[src/rtl/fetch_pkg.sv]
// Shared types and constants for the instruction-fetch sequencer.
// Imported by the fetch FSM and its wait timer.
package fetch_pkg;

  localparam int unsigned INSN_BYTES = 4;
  localparam int unsigned WAIT_CNT_W = 8;

  typedef enum logic [2:0] {
    IDLE,
    FETCH,
    ISSUE,
    HALT,
    FAULT
  } fetch_state_t;

  typedef enum logic [1:0] {
    FC_NONE     = 2'd0,
    FC_MISALIGN = 2'd1,
    FC_TIMEOUT  = 2'd2
  } fault_cause_t;

  function automatic logic is_word_aligned(input logic [31:0] addr);
    return addr[1:0] == 2'b00;
  endfunction

endpackage

[src/rtl/fetch_wait_timer.sv]
// Counts consecutive unanswered FETCH cycles and flags the MAX_WAIT-th one.
// The terminal flag is qualified by enable so it only fires while fetching.
module fetch_wait_timer
  import fetch_pkg::*;
#(
  parameter int unsigned MAX_WAIT = 15
) (
  input  logic pc_clk,
  input  logic reset_n,
  input  logic clear,
  input  logic enable,
  output logic terminal
);

  localparam logic [WAIT_CNT_W-1:0] LAST_COUNT = WAIT_CNT_W'(MAX_WAIT - 1);

  logic [WAIT_CNT_W-1:0] count;

  // NOTE: sequential state is written with non-blocking assignments only, so
  // every register samples the pre-edge values of its neighbours.
  always_ff @(posedge pc_clk) begin
    if (!reset_n) begin
      count <= '0;
    end else if (clear) begin
      count <= '0;
    end else if (enable) begin
      count <= count + 1'b1;
    end
  end

  // count holds the number of FETCH cycles already elapsed, so the current
  // cycle is the MAX_WAIT-th when count == MAX_WAIT-1.
  assign terminal = enable && (count == LAST_COUNT);

endmodule

[src/rtl/fetch_sequencer.sv]
// Instruction-fetch controller: owns the PC, requests words from imem, buffers
// one instruction for decode and handles redirect, halt and fetch faults.
module fetch_sequencer
  import fetch_pkg::*;
#(
  parameter logic [31:0] RESET_VECTOR = 32'h0000_0000,
  parameter int unsigned MAX_WAIT     = 15
) (
  input  logic        pc_clk,
  input  logic        reset_n,
  input  logic        run,
  output logic        imem_req,
  output logic [31:0] imem_addr,
  input  logic        imem_ready,
  input  logic [31:0] imem_rdata,
  output logic        instr_valid,
  output logic [31:0] instr,
  output logic [31:0] instr_pc,
  input  logic        instr_ready,
  input  logic        redirect_valid,
  input  logic [31:0] redirect_target,
  input  logic        halt_req,
  output logic [31:0] pc_out,
  output logic        halted,
  output logic        fetch_fault,
  output logic [1:0]  fault_cause
);

  fetch_state_t state, state_n;
  fault_cause_t cause, cause_n;
  logic [31:0]  pc, pc_n;
  logic [31:0]  instr_q, instr_n;
  logic [31:0]  instr_pc_q, instr_pc_n;
  logic         timer_clear;
  logic         timer_en;
  logic         timer_terminal;

  fetch_wait_timer #(
    .MAX_WAIT (MAX_WAIT)
  ) u_wait_timer (
    .pc_clk   (pc_clk),
    .reset_n  (reset_n),
    .clear    (timer_clear),
    .enable   (timer_en),
    .terminal (timer_terminal)
  );

  // NOTE: every signal driven here gets a default first, so no path through
  // the case leaves one unassigned and no latch is inferred.
  always_comb begin
    state_n     = state;
    cause_n     = cause;
    pc_n        = pc;
    instr_n     = instr_q;
    instr_pc_n  = instr_pc_q;
    timer_clear = 1'b1;
    timer_en    = 1'b0;

    unique case (state)
      IDLE: begin
        pc_n = RESET_VECTOR;
        if (run) state_n = FETCH;
      end

      FETCH: begin
        timer_clear = 1'b0;
        timer_en    = 1'b1;
        if (redirect_valid) begin
          // Same-cycle rdata is discarded; the target is fetched afresh.
          timer_clear = 1'b1;
          if (!is_word_aligned(redirect_target)) begin
            state_n = FAULT;
            cause_n = FC_MISALIGN;
          end else begin
            pc_n = redirect_target;
          end
        end else if (halt_req) begin
          state_n = HALT;
        end else if (imem_ready) begin
          timer_clear = 1'b1;
          instr_n     = imem_rdata;
          instr_pc_n  = pc;
          state_n     = ISSUE;
        end else if (timer_terminal) begin
          state_n = FAULT;
          cause_n = FC_TIMEOUT;
        end
      end

      ISSUE: begin
        if (redirect_valid) begin
          // The buffered instruction is on the wrong path: drop it even if
          // decode is accepting this cycle.
          if (!is_word_aligned(redirect_target)) begin
            state_n = FAULT;
            cause_n = FC_MISALIGN;
          end else begin
            pc_n    = redirect_target;
            state_n = FETCH;
          end
        end else if (halt_req) begin
          if (instr_ready) pc_n = pc + 32'(INSN_BYTES);
          state_n = HALT;
        end else if (instr_ready) begin
          pc_n    = pc + 32'(INSN_BYTES);
          state_n = FETCH;
        end
      end

      HALT, FAULT: begin
        state_n = state;
      end

      default: begin
        state_n = IDLE;
      end
    endcase
  end

  always_ff @(posedge pc_clk) begin
    if (!reset_n) begin
      state      <= IDLE;
      cause      <= FC_NONE;
      pc         <= RESET_VECTOR;
      instr_q    <= '0;
      instr_pc_q <= '0;
    end else begin
      state      <= state_n;
      cause      <= cause_n;
      pc         <= pc_n;
      instr_q    <= instr_n;
      instr_pc_q <= instr_pc_n;
    end
  end

  // All outputs decode registered state only.
  assign imem_req    = (state == FETCH);
  assign imem_addr   = pc;
  assign pc_out      = pc;
  assign instr_valid = (state == ISSUE);
  assign instr       = instr_q;
  assign instr_pc    = instr_pc_q;
  assign halted      = (state == HALT);
  assign fetch_fault = (state == FAULT);
  assign fault_cause = cause;

endmodule
[config.mk]
export PLATFORM = sky130hd
export DESIGN_NAME = fetch_sequencer
export DESIGN_NICKNAME = d
export VERILOG_FILES = /design/src/rtl/fetch_pkg.sv /design/src/rtl/fetch_wait_timer.sv /design/src/rtl/fetch_sequencer.sv
export SDC_FILE = /design/constraint.sdc
export NUM_CORES = 1
export LEC_CHECK = 0
export ABC_AREA = 1
export BUFFER_PORTS_ARGS = -buffer_cell sky130_fd_sc_hd__buf_2
export CORE_ASPECT_RATIO = 1.2
export CORE_MARGIN = 2
export CORE_UTILIZATION = 52
export CTS_BUF_LIST = sky130_fd_sc_hd__clkbuf_8
export DETAILED_ROUTE_END_ITERATION = 8
export GPL_ROUTABILITY_DRIVEN = 0
export HOLD_SLACK_MARGIN = 0.15
export PLACE_DENSITY = 0.83
export SLEW_MARGIN = 20
export SYNTH_ARGS = -nofsm -noshare
export SYNTH_HDL_FRONTEND = slang
export SYNTH_SLANG_ARGS = --single-unit
[constraint.sdc]
create_clock -name pc_clk -period 1.9 [get_ports pc_clk]
set_input_delay 0.38 -clock pc_clk [delete_from_list [all_inputs] [get_ports pc_clk]]
set_output_delay 0.38 -clock pc_clk [all_outputs]
set_load 0.02 [all_outputs]
==> flow_summary.yaml <==
grt:
  grtUsageTotal_pct: 31.6
  grt_pass1_vias: 6282
  grt_max_degree: 94
  antenna_found_initial: 0
  grt_pass1_wl_mm: 30.6
  overflow: 0
place:
  dpl.cell_count: 1239
  place_area_um2: 7050
  port_buffers: 204
  hpwl_mm: 14.0
synth:
  ys.flop_type: "dfxtp_1"
  syn-cell-area_um2: 5960
  ys_types: 38
  syn_nets: 987
  synth_seq_area_share_pct: 36.6
  yosys_warnings: 0
  synthCells: 913
  ys_seq_elements: 109
  async_reset_ff_share_pct: 0
  synth_edf_count: 0
  syn_avg_cell_area_um2: 6.53
clock_network:
  postCtsHoldBufs: 0
  cts_tree: "done"
  insertion_delay_ps: 400
  cts_made_buffers: 9
  clockBufferDepth: 2
  clkTransAtPathRegs_ps: 120
  h-tree-depth: 3
  clkSinkCount: 109
  clockRootBuffer: "clkbuf_8"
worst_hold_path:
  hold_path_depth: 3
  min_from: "imem_rdata[27]"
  min_path_type: "input port to flip-flop"
critical_path:
  path_class: "flip-flop to output port"
  crit_path_top_delay_cell: "dfxtp_1"
  arrival_ps: 1460
  worstPathRequired_ps: 1520
  cp_num_cells: 5
  reg2reg_depth: 9
  startpoint_type: "flip-flop"
  path_max_fanout: 8
  crit_path_cell_trace: "inv_2 > nand3_4 > buf_4 > inv_1 > buf_2"
  reg2reg_from: "state[2]"
  critPathBufInv: 4
  end_kind: "output port"
  crit_family: "buffers and inverters"
  cp-startpoint: "state[2]"
  critPathMaxStageDelay_ps: 370
drt:
  drt_wl_total_mm: 19.4
  post_drt_wl_per_cell_um: 15.4
  antenna_left: 0
  dr.pass1.iters: 7
  vias: 6711
  route.detailed.drc: 0
  drtIter0Drc: 549
  via_per_inst: 5.34
finish:
  regArea_um2: 2180
  mostFrequentLayoutCells: "buf_2, nor2_1, nand2_1"
  fin_nets: 1171
  multi_input_area_um2: 3030
  layout-drive-gt1-share_pct: 26.5
  utilization_pct: 65.5
  finalNonFillerCells: 1256
  diodes: 0
  final_common_cell: "buf_2"
  syn2layout_area_growth_pct: 21.8
  fillCellCount: 1056
  fin_area_um2: 7260
sta:
  min_period_ps: 1840
  setup_viol_count_final: 0
  hold_violations: 0
  worstMarginPinSlew_ps: 727
  clock_skew_ps: 11.8
  fmax_mhz: 545
  period_share_pct: 96.7
  report.final.slew_viol_count: 0
  rsz0062_at_grt: "false"
  finalHoldWorstSlack_ps: 197
  tns_ps: 0
  slew_headroom_pct: 51.5
floorplanning:
  start_util_pct: 53.8
  fp.dieW_um: 102
  core_um2: 11100
  fp.dieArea_um2: 12300
  ios: 205
  rows: 42
  dieHeight_um: 121
power:
  internal_power_mw: 4.54
  switchingPower_mw: 4.16
  p_seq_share_pct: 35.3
  p_leak_nw: 3.61
  power.density_nw_per_um2: 1200
  ir_drop_mv: 0.488
  pwr-share-clk_pct: 16.4
  sw_frac_of_total_pct: 47.8
  combPwrFrac_pct: 48.3
run_status:
  run_status: "finished, final reports clean"
run:
  cap_violations: 0
==> repair_timing <==
action	in CTS	in global routing
resized for setup	0	8
setup endpoints to repair	1	10
pin swaps	1	0
endpoints found under the hold margin	0	0
buffers inserted	1	0
==> registers in the layout, indices dropped and copies added (netlist names) <==
register and count:
imem_addr 32, fault_cause 2, u_wait_timer.count 8, instr_pc 32
instr 32, state 3
==> through the flow <==
| stage | setup slack, ps | power, mW |
|---|---|---|
| 6_report | 63.6 | 8.70 |
| 5_1_grt | 1.08 | 9.21 |
| 4_1_cts | 63.4 | 8.62 |
| 3_5_place_dp | 152 | 7.19 |
| 3_3_place_gp | 181 | 7.14 |
| 2_1_floorplan | 262 | 5.99 |
==> power groups by stage <==
| stage | Sequential, mW | Clock [mW] | Combinational, mW |
|---|---|---|---|
| 2_1_floorplan | 3.49 | 0 | 2.50 |
| 3_3_place_gp | 3.09 | 0 | 4.05 |
| 3_5_place_dp | 3.09 | 0 | 4.10 |
| 4_1_cts | 3.05 | 1.44 | 4.14 |
| 5_1_grt | 3.11 | 1.55 | 4.54 |
| 6_report | 3.07 | 1.43 | 4.20 |
==> layer usage <==
metal	vias to the layer above	GRT usage (%)	part of all wire [%]
met5	-	0	0
met4	0	19.2	5.0
met3	70	7.83	8.5
met2	366	49.9	46
met1	2988	38.2	40
li1	3287	-	-
==> cell usage after synthesis, types with 2 or more instances <==
master / instances / area, um2
a21oi_1: 78 / 390
buf_2: 17 / 85.1
buf_4: 34 / 255
buf_6: 7 / 78.8
clkbuf_1: 15 / 56.3
dfxtp_1: 109 / 2180
ha_1: 3 / 37.5
inv_1: 62 / 233
inv_2: 6 / 22.5
mux2i_1: 2 / 20.0
nand2_1: 177 / 664
nand2_2: 2 / 12.5
nand3_1: 25 / 125
nand3_4: 3 / 52.6
nand4_1: 7 / 43.8
nor2_1: 185 / 694
nor2_2: 5 / 31.3
nor2_8: 2 / 40.0
nor3_1: 8 / 40.0
nor3_2: 2 / 20.0
o211ai_1: 2 / 15.0
o21ai_0: 99 / 495
o21ai_1: 46 / 230
or2_0: 2 / 12.5
xor2_1: 2 / 17.5
==> final cells by class <==
| type | count | share of cell area, % |
|---|---|---|
| clock inverters | 7 | 0.913 |
| repair buffers | 246 | 19.0 |
| well taps | 154 | 2.65 |
| flip-flops and latches | 109 | 30.1 |
| inverters | 72 | 4.00 |
| multi-input cells | 659 | 41.7 |
| clock buffers | 9 | 1.71 |
==> final timing paths <==
path / slack, ps / to
worst max-delay path: 60 / imem_req
worst min-delay path: 200 / instr[27]
worst max register to register: 110 / imem_addr[7]
worst min register to register: 480 / u_wait_timer.count[7]
==> logic make-up after synthesis <==
logic type / count (synthesis) / share of synthesized area (%)
muxes: 2 / 0.336
xor gates and xnor gates: 3 / 0.441
and+or+nand+nor: 423 / 29.9
buffers and inverters: 145 / 12.8
AOI/OAI and AO/OA: 228 / 19.3
DFF: 109 / 36.6
adders and majority gates: 3 / 0.630
==> worst reg2reg max path, stage by stage, from the launching register on <==
cell	delay, ps
dfxtp_1	420
inv_2	100
nand3_4	90
buf_4	200
nor2_8	60
inv_8	80
nand3_4	120
buf_4	260
a211oi_1	280
nor2_1	60
No activity file was read; power rests on OpenSTA's default activity.
